--- src/rtl/usr_btn_debounce_if.sv ---
// Raw button input and debounced event outputs of usr_btn_debounce.
// master drives the raw button; slave is the debouncer producing level and strobes.
interface usr_btn_debounce_if;
  logic usr_btn;
  logic btn_level;
  logic press_pulse;
  logic release_pulse;
  logic short_press;
  logic long_press;

  modport master (
    output usr_btn,
    input  btn_level,
    input  press_pulse,
    input  release_pulse,
    input  short_press,
    input  long_press
  );

  modport slave (
    input  usr_btn,
    output btn_level,
    output press_pulse,
    output release_pulse,
    output short_press,
    output long_press
  );
endinterface

--- src/rtl/usr_btn_debounce.sv ---
// Button debouncer: 2-flop synchronizer, press/release debounce FSM, short/long-press detection.
// Press strobe lands DEBOUNCE_CYCLES+2 edges after the first low sample; all strobes are registered.
module usr_btn_debounce #(
  parameter int unsigned DEBOUNCE_CYCLES   = 480000,
  parameter int unsigned LONG_PRESS_CYCLES = 96000000
) (
  input logic              clk,
  input logic              rst_n,
  usr_btn_debounce_if.slave btn
);

  localparam logic [26:0] DB_LAST   = 27'(DEBOUNCE_CYCLES - 1);
  localparam logic [26:0] HOLD_LAST = 27'(LONG_PRESS_CYCLES - 1);
  localparam logic [26:0] HOLD_MAX  = '1;

  typedef enum logic [2:0] {
    RELEASED,
    PRESS_WAIT,
    PRESSED,
    LONG_HELD,
    RELEASE_WAIT
  } state_t;

  state_t      state, state_nxt;
  logic        sync_1, btn_s;
  logic [26:0] db_cnt, db_cnt_nxt, db_inc;
  logic [26:0] hold_cnt, hold_cnt_nxt, hold_inc;
  logic        from_long, from_long_nxt;
  logic        level_q, press_q, release_q, short_q, long_q;
  logic        level_nxt, press_nxt, release_nxt, short_nxt, long_nxt;

  // Synchronizer idles at 1 so a reset never looks like a press.
  always_ff @(posedge clk or negedge rst_n) begin
    if (!rst_n) begin
      sync_1 <= 1'b1;
      btn_s  <= 1'b1;
    end else begin
      sync_1 <= btn.usr_btn;
      btn_s  <= sync_1;
    end
  end

  always_ff @(posedge clk or negedge rst_n) begin
    if (!rst_n) begin
      state     <= RELEASED;
      db_cnt    <= '0;
      hold_cnt  <= '0;
      from_long <= 1'b0;
      level_q   <= 1'b0;
      press_q   <= 1'b0;
      release_q <= 1'b0;
      short_q   <= 1'b0;
      long_q    <= 1'b0;
    end else begin
      state     <= state_nxt;
      db_cnt    <= db_cnt_nxt;
      hold_cnt  <= hold_cnt_nxt;
      from_long <= from_long_nxt;
      level_q   <= level_nxt;
      press_q   <= press_nxt;
      release_q <= release_nxt;
      short_q   <= short_nxt;
      long_q    <= long_nxt;
    end
  end

  assign db_inc   = db_cnt + 27'd1;
  assign hold_inc = hold_cnt + 27'd1;

  // The sample that leaves a stable state counts as the first debounce sample,
  // hence the compare on the incremented value.
  always_comb begin
    state_nxt     = state;
    db_cnt_nxt    = db_cnt;
    hold_cnt_nxt  = hold_cnt;
    from_long_nxt = from_long;
    press_nxt     = 1'b0;
    release_nxt   = 1'b0;
    short_nxt     = 1'b0;
    long_nxt      = 1'b0;
    case (state)
      RELEASED: begin
        hold_cnt_nxt = '0;
        if (!btn_s) begin
          state_nxt  = PRESS_WAIT;
          db_cnt_nxt = '0;
        end
      end
      PRESS_WAIT: begin
        if (btn_s) begin
          state_nxt = RELEASED;
        end else if (db_inc == DB_LAST) begin
          state_nxt    = PRESSED;
          press_nxt    = 1'b1;
          hold_cnt_nxt = '0;
        end else begin
          db_cnt_nxt = db_inc;
        end
      end
      PRESSED: begin
        if (btn_s) begin
          state_nxt     = RELEASE_WAIT;
          from_long_nxt = 1'b0;
          db_cnt_nxt    = '0;
        end else if (hold_cnt == HOLD_LAST) begin
          state_nxt = LONG_HELD;
          long_nxt  = 1'b1;
        end else begin
          hold_cnt_nxt = hold_inc;
        end
      end
      LONG_HELD: begin
        if (btn_s) begin
          state_nxt     = RELEASE_WAIT;
          from_long_nxt = 1'b1;
          db_cnt_nxt    = '0;
        end else if (hold_cnt != HOLD_MAX) begin
          hold_cnt_nxt = hold_inc;
        end
      end
      RELEASE_WAIT: begin
        if (!btn_s) begin
          // Release bounce: resume the hold where it was frozen, this low sample included.
          if (from_long) begin
            state_nxt = LONG_HELD;
            if (hold_cnt != HOLD_MAX) hold_cnt_nxt = hold_inc;
          end else if (hold_cnt == HOLD_LAST) begin
            state_nxt = LONG_HELD;
            long_nxt  = 1'b1;
          end else begin
            state_nxt    = PRESSED;
            hold_cnt_nxt = hold_inc;
          end
        end else if (db_inc == DB_LAST) begin
          state_nxt    = RELEASED;
          release_nxt  = 1'b1;
          short_nxt    = !from_long;
          hold_cnt_nxt = '0;
        end else begin
          db_cnt_nxt = db_inc;
        end
      end
      default: begin
        state_nxt = RELEASED;
      end
    endcase
    level_nxt = (state_nxt == PRESSED) || (state_nxt == LONG_HELD) ||
                (state_nxt == RELEASE_WAIT);
  end

  assign btn.btn_level     = level_q;
  assign btn.press_pulse   = press_q;
  assign btn.release_pulse = release_q;
  assign btn.short_press   = short_q;
  assign btn.long_press    = long_q;

endmodule

--- src/flat_wrapper.sv ---
// flat-port wrapper written by rule: the top's interface ports become plain ports
module usr_btn_debounce_flat 
#(
  parameter int unsigned DEBOUNCE_CYCLES   = 480000,
  parameter int unsigned LONG_PRESS_CYCLES = 96000000
)
  (clk, rst_n, btn_usr_btn, btn_btn_level, btn_press_pulse, btn_release_pulse, btn_short_press, btn_long_press);
  usr_btn_debounce_if btn_i ();
  input logic clk;
  input logic rst_n;
  input wire logic [$bits(btn_i.usr_btn)-1:0] btn_usr_btn;
  output wire logic [$bits(btn_i.btn_level)-1:0] btn_btn_level;
  output wire logic [$bits(btn_i.press_pulse)-1:0] btn_press_pulse;
  output wire logic [$bits(btn_i.release_pulse)-1:0] btn_release_pulse;
  output wire logic [$bits(btn_i.short_press)-1:0] btn_short_press;
  output wire logic [$bits(btn_i.long_press)-1:0] btn_long_press;
  assign btn_i.usr_btn = btn_usr_btn;
  assign btn_btn_level = btn_i.btn_level;
  assign btn_press_pulse = btn_i.press_pulse;
  assign btn_release_pulse = btn_i.release_pulse;
  assign btn_short_press = btn_i.short_press;
  assign btn_long_press = btn_i.long_press;
  usr_btn_debounce #(.DEBOUNCE_CYCLES(DEBOUNCE_CYCLES), .LONG_PRESS_CYCLES(LONG_PRESS_CYCLES)) u_core (.clk(clk), .rst_n(rst_n), .btn(btn_i));
endmodule
--- config.mk ---
export PLATFORM = sky130hd
export DESIGN_NAME = usr_btn_debounce_flat
export DESIGN_NICKNAME = d
export VERILOG_FILES = /design/src/rtl/usr_btn_debounce_if.sv /design/src/rtl/usr_btn_debounce.sv /design/src/flat_wrapper.sv
export SDC_FILE = /design/constraint.sdc
export NUM_CORES = 1
export LEC_CHECK = 0
export ABC_AREA = 1
export BUFFER_PORTS_ARGS = -buffer_cell sky130_fd_sc_hd__buf_2
export CORE_ASPECT_RATIO = 1.4
export CORE_UTILIZATION = 60
export DETAILED_ROUTE_END_ITERATION = 12
export GPL_TIMING_DRIVEN = 0
export PLACE_DENSITY = 0.76
export SLEW_MARGIN = 0
export SYNTH_ARGS = -nofsm -noshare
export SYNTH_HDL_FRONTEND = slang
export SYNTH_SLANG_ARGS = --single-unit
--- constraint.sdc ---
create_clock -name clk -period 6.2 [get_ports clk]
set_input_delay 0 -clock clk [delete_from_list [all_inputs] [get_ports clk]]
set_output_delay 0 -clock clk [all_outputs]
set_load 0.05 [all_outputs]
==> results of run 1 <==
## power by group
group          switching (W)  total [W]  internal (W)
Clock               0.000193   0.000514      0.000321
Sequential        0.00000463   0.000434      0.000430
Combinational      0.0000752  0.0000935     0.0000183
## cell families after synthesis
kind of cell	share of synthesized area [%]
XOR/XNOR	3.44
buffers and inverters	10.8
AND/OR/NAND/NOR	44.8
AO/OA/AOI/OAI	11.3
adder cells (fa/ha/maj)	0.669
flip-flops	29.0
## timing repair
action,CTS,global route
endpoints found under the hold margin,64,0
buffers inserted,0,0
resized for setup,0,0
hold buffers,2,0
## worst max-delay path, cell delays in order, from the launching register on
cell	delay [ps]
dfrtp_1	500
ha_1	220
nand2_1	70
inv_1	100
nand4_1	140
nor2_1	240
nand4_1	260
nor2_1	300
nand3_1	250
nand2_1	140
nand2_1	150
nand2_1	120
nand2_1	60
o21ai_1	130
nand2_1	60
## routing by layer
layer,GRT usage [%],wire length [um],vias up
li1,-,-,2931
met3,4.59,823,74
met1,36.5,6110,2786
met5,0,0,-
met2,65.3,8620,213
met4,25.9,925,0
## layout by cell type (no fill, tap or decap), types with 8 or more instances in the layout
| cell | n |
|---|---|
| a21oi_1 | 32 |
| buf_2 | 8 |
| buf_6 | 8 |
| clkbuf_1 | 15 |
| clkbuf_16 | 9 |
| dfrtp_1 | 63 |
| inv_1 | 113 |
| nand2_1 | 339 |
| nand3_1 | 85 |
| nand4_1 | 11 |
| nor2_1 | 112 |
| o21ai_0 | 27 |
| o21ai_1 | 9 |
| o21ai_2 | 25 |
| xor2_1 | 15 |
## worst paths after layout
check | cells past startpoint | to
max | 14 | u_core.hold_cnt[11]
min | 2 | u_core.sync_1
max reg2reg | 14 | u_core.hold_cnt[11]
min reg2reg | 0 | u_core.btn_s
max in group asynchronous | 2 | u_core.hold_cnt[7]
min in group asynchronous | 2 | u_core.db_cnt[4]
## final cells by class
| type | count | area [um^2] | area share, % |
|---|---|---|---|
| clock inverter | 5 | 55.1 | 0.903 |
| inverter | 119 | 447 | 7.33 |
| clock buffer | 11 | 243 | 3.98 |
| multi-input combinational | 713 | 3380 | 55.4 |
| timing repair buffer | 9 | 57.6 | 0.944 |
| sequential | 65 | 1630 | 26.7 |
| tap | 107 | 134 | 2.20 |
| buffer | 25 | 156 | 2.57 |
## metrics by stage
| stage | std cells | setup slack, ps |
|---|---|---|
| after CTS | 1054 | 3350 |
| after global placement | 1036 | 3440 |
| after global routing | 1054 | 3090 |
| after floorplan | 922 | 4040 |
| final | 1054 | 3360 |
| after detailed placement | 1036 | 3350 |
==> impl_metrics.ini, run 1 <==
[sta]
holdWs_ps = 311
report.final.slew_viol_count = 0
tightest_slew_ps = 923
hold_viol_final = 0
fin_crit_sh_pct = 45.8
tns_ps = 0
period_needed_ps = 2840
fmax_mhz = 352
slew_headroom_pct = 37.8
finClkSkew_ps = 6.40
setup_violations = 0
rsz0062_at_grt = no

[global_routing]
grt_pass1_wl_um = 26900
grt_pass1_vias = 5891
grt-ovfl-total = 0
grt_start_max_net_pins = 66
antenna_found_initial = 0
grt_usage_pct = 35.2

[die]
initial_core_util_pct = 62.1
die_x_um = 83.7
die_height_um = 116
io_pins = 8
rows = 41
die_area_mm2 = 0.00974
core_area_mm2 = 0.00903

[logic_synthesis]
yosys_most_used_dff = dfrtp_1
avgSynthCellArea_um2 = 6.08
syn-cell-area_mm2 = 0.00561
yosysUniqueCellTypes = 38
synth_area_leaders = dfrtp_1 28%, nand2_1 23%, nand3_1 7.6%
yosysMostFrequentCell = nand2_1
yosys_warnings = 0
postSynthCellCount = 922
syn_nets = 928
ys_seq_elements = 65
synth-edff-count = 0
yosys-top-cells-count = 339 x nand2_1, 113 x inv_1, 112 x nor2_1, 85 x nand3_1, 63 x dfrtp_1
synth_top_area_share_pct = 28.1
yosysSeqAreaShare_pct = 29.0
ys_async_sr_fraction_pct = 100
synth_top_cell_by_area = dfrtp_1

[setup_path]
cp-end-kind = flop
rrSetupSlack_ps = 3360
worstPathMaxFanout = 7
startpoint_type = flop
cp.arrival_ps = 3060
crit_path_start = u_core.hold_cnt[0]
crit_required_ps = 6420
r2r_start = u_core.hold_cnt[0]
crit_type = flop to flop

[power_and_ir_drop]
p_leak_nw = 3.12
ir_drop_mv = 0.129
totalPowerFinal_w = 0.00104
p_per_area_mw_per_mm2 = 171

[final_layout]
syn_to_final_growth_pct = 8.72
layout.nets = 948
fillers = 830
post-route-util_pct = 67.5
antennaDiodeCount = 0
top_regs = u_core.db_cnt x27, u_core.hold_cnt x27, u_core.state x3
drive_above_1_share_pct = 9.19
stdcell_area_mm2 = 0.00610

[clock_tree]
cts_tree = done
cts_buffers = 9
htreeDepth = 3
clk_latency_ps = 330
clkSlewWorstSetupHoldPaths_ps = 60
root_buffer = clkbuf_16
clock_sink_count = 65
cts_max_path_buffers = 2

[detailed_routing]
wl_per_cell_um = 15.6
postRouteAntennaNets = 0
drt_pass1_iterations = 5
drt-total-wl_um = 16500
vias = 6004
route.detailed.drc = 0
viasPerCell = 5.70
first_iter_violations = 399

[hold_path]
min_path_type = primary input to flop
worstHoldStart = btn_usr_btn

[placed_design]
dp_hpwl_um = 12300
place_congestion = 0.973
portBuffers = 7
place_area_mm2 = 0.00578

[job]
cap_violations = 0

[outcome]
status = completed
No activity file was read; power rests on OpenSTA's default activity.
==> run 2, diff against run 1 <==
- ABC_AREA: 1 -> 0
- PLACE_DENSITY: 0.76 -> 0.77
- clock period: 6.2 -> 2.75 ns (I/O delays scaled with it)
==> impl_metrics.ini, run 2 <==
[outcome]
status = complete, but fails checks
violations = negative setup slack

[clock_tree]
clkSlewWorstSetupHoldPaths_ps = 60
htreeDepth = 3
cts_buffers = 9
cts_tree = done
cts_max_path_buffers = 2
clock_sink_count = 65
clk_latency_ps = 350
root_buffer = clkbuf_16

[setup_path]
path_cells = buf_4 > and3_1 > buf_2 > nand4_1 > nor3_1 > o2111ai_2 > or4_4 > nor4b_4 > buf_6 > a21o_4 > nand2_8 > clkbuf_16 > a31oi_1
crit_type = flop to flop
critical-path-slowest-cell = or4_4
worstPathMaxFanout = 10
cp.arrival_ps = 3540
max_stage_delay_ps = 450
startpoint_type = flop
reg2reg_depth = 13
cp-end-kind = flop
crit_required_ps = 3020

[global_routing]
grt-ovfl-total = 0
grt_pass1_vias = 5383
antenna_found_initial = 0
grt_usage_pct = 42.0
grt_pass1_wl_um = 27600
grt_start_max_net_pins = 66

[sta]
finClkSkew_ps = 6.65
layout_setup_ws_ps = -528
tightest_slew_ps = 1300
rsz0062_at_grt = yes
hold_viol_final = 0
report.final.slew_viol_count = 0
setup_violations = 61
slew_headroom_pct = 12.6
period_needed_ps = 3280
fin_crit_sh_pct = 119
holdWs_ps = 301
fmax_mhz = 305

[logic_synthesis]
yosysSeqAreaShare_pct = 32.6
avgSynthCellArea_um2 = 7.46
yosys-top-cells-count = 76 x nand2_1, 63 x dfrtp_1, 62 x nor2_1, 61 x a21oi_1, 58 x o21ai_0
synth_top_cell_by_area = dfrtp_1
yosys_most_used_dff = dfrtp_1
ys_async_sr_fraction_pct = 100
syn_nets = 677
synth_area_leaders = dfrtp_1 32%, a21oi_1 6.1%, o21ai_0 5.8%
synth_top_area_share_pct = 31.5
yosysUniqueCellTypes = 68
syn-cell-area_mm2 = 0.00500
synth-edff-count = 0
postSynthCellCount = 671
yosys_warnings = 0
yosysMostFrequentCell = nand2_1
ys_seq_elements = 65

[detailed_routing]
first_iter_violations = 679
vias = 5859
drt_pass1_iterations = 5
viasPerCell = 7.10
wl_per_cell_um = 22.7
postRouteAntennaNets = 0
drt-total-wl_um = 18700
route.detailed.drc = 0

[die]
die_x_um = 79.2
rows = 39
initial_core_util_pct = 61.8
die_height_um = 110
io_pins = 8
core_area_mm2 = 0.00810
die_area_mm2 = 0.00872

[final_layout]
top_regs = u_core.db_cnt x27, u_core.hold_cnt x27, u_core.state x3
syn_to_final_growth_pct = 26.9
layout_common_cells = 72 x nand2_1, 58 x dfrtp_1, 56 x nor2_1, 51 x a21oi_1, 42 x o21ai_0
layout.nets = 724
drive_above_1_share_pct = 23.8
antennaDiodeCount = 0
final_common_cell = nand2_1
post-route-util_pct = 78.4

[power_and_ir_drop]
p_per_area_mw_per_mm2 = 394
p_leak_nw = 2.49
ir_drop_mv = 0.307

[placed_design]
dp_hpwl_um = 12100
portBuffers = 7
place_congestion = 1.00

[hold_path]
min_path_type = primary input to flop
min_path_cells = 2

[job]
cap_violations = 0
[run 2: cell types whose count changed after synthesis, moves of 12 or more]
| cell | previous run | this run |
|---|---|---|
| o21ai_0 | 27 | 58 |
| clkbuf_1 | 14 | 31 |
| nand3_1 | 85 | 52 |
| nor3_1 | 7 | 21 |
| a31oi_1 | 3 | 23 |
| nor2_1 | 112 | 62 |
| o21ai_2 | 25 | 0 |
| xor2_1 | 15 | 2 |
| nand2_1 | 339 | 76 |
| inv_1 | 113 | 25 |
| a21oi_1 | 32 | 61 |
| xnor2_1 | 7 | 19 |
[run 2: logic make-up after synthesis]
logic type / count (synthesis) / share of synthesized area, %
muxes: 5 / 1.05
buffers and inverters: 66 / 5.47
xor gates and xnor gates: 21 / 3.68
and+or+nand+nor: 303 / 31.4
adders and majority gates: 3 / 0.750
AOI/OAI and AO/OA: 208 / 25.2
DFF: 65 / 32.5
[run 2: worst max-delay path: cells and delay by family, from the launching register on]
family,cells,cell delay [ps]
compound gates,3,440
buf+inv,4,850
flops,1,330
simple gates,6,1570
[run 2: report_power, final]
part / leakage (nW) / internal (W) / total, W / switching (W)
clock: 0.159 / 0.000821 / 0.00129 / 0.000467
combinational: 1.44 / 0.0000824 / 0.000242 / 0.000160
sequential: 0.890 / 0.000966 / 0.000973 / 0.00000730
total: 2.49 / 0.00187 / 0.00250 / 0.000634
[run 2: what timing repair did]
action                     CTS  global route
setup endpoints to repair   61            61
gates cloned                 2             3
buffers inserted            16            13
hold buffers                 2             0
hold endpoints to repair    64             0
pin swaps                   29            27
gates resized for setup     65            60
[run 2: worst paths after layout]
kind / to / startpoint / slack, ps
hold reg to reg: u_core.btn_s / u_core.sync_1 / 360
hold / removal: u_core.sync_1 / btn_usr_btn / 300
max in group asynchronous: u_core.hold_cnt[12] / rst_n / 1760
setup / recovery: u_core.db_cnt[17] / u_core.db_cnt[2] / -530
min in group asynchronous: u_core.hold_cnt[0] / rst_n / 320
setup reg to reg: u_core.db_cnt[17] / u_core.db_cnt[2] / -530
[run 2: stage by stage]
| step | TNS [ps] | cell area, um^2 | std cells | power, W | setup slack (ps) |
|---|---|---|---|---|---|
| floorplan | -3130 | 5050 | 671 | 0.00109 | -199 |
| global placement | -37390 | 5210 | 780 | 0.00115 | -903 |
| detailed placement | -39000 | 5210 | 780 | 0.00116 | -888 |
| CTS | -22330 | 5970 | 815 | 0.00246 | -558 |
| global route | -28270 | 6350 | 825 | 0.00255 | -655 |
| finish | -21270 | 6350 | 825 | 0.00250 | -528 |
[run 2: final cells by class]
class | count | area [um^2]
Sequential cell | 65 | 1640
Tap cell | 102 | 128
Clock inverter | 6 | 90.1
Inverter | 26 | 97.6
Multi-Input combinational cell | 541 | 3580
Timing Repair Buffer | 42 | 389
Clock buffer | 10 | 239
Fill cell | 592 | 1750
Buffer | 33 | 193
[run 2: metal layers]
metal / vias up / wire length [um] / global-route usage [%]
met5: - / 0 / 0
met4: 0 / 1570 / 34.5
met3: 146 / 1440 / 9.05
met2: 400 / 9280 / 72.3
met1: 2742 / 6400 / 43.8
li1: 2571 / - / -
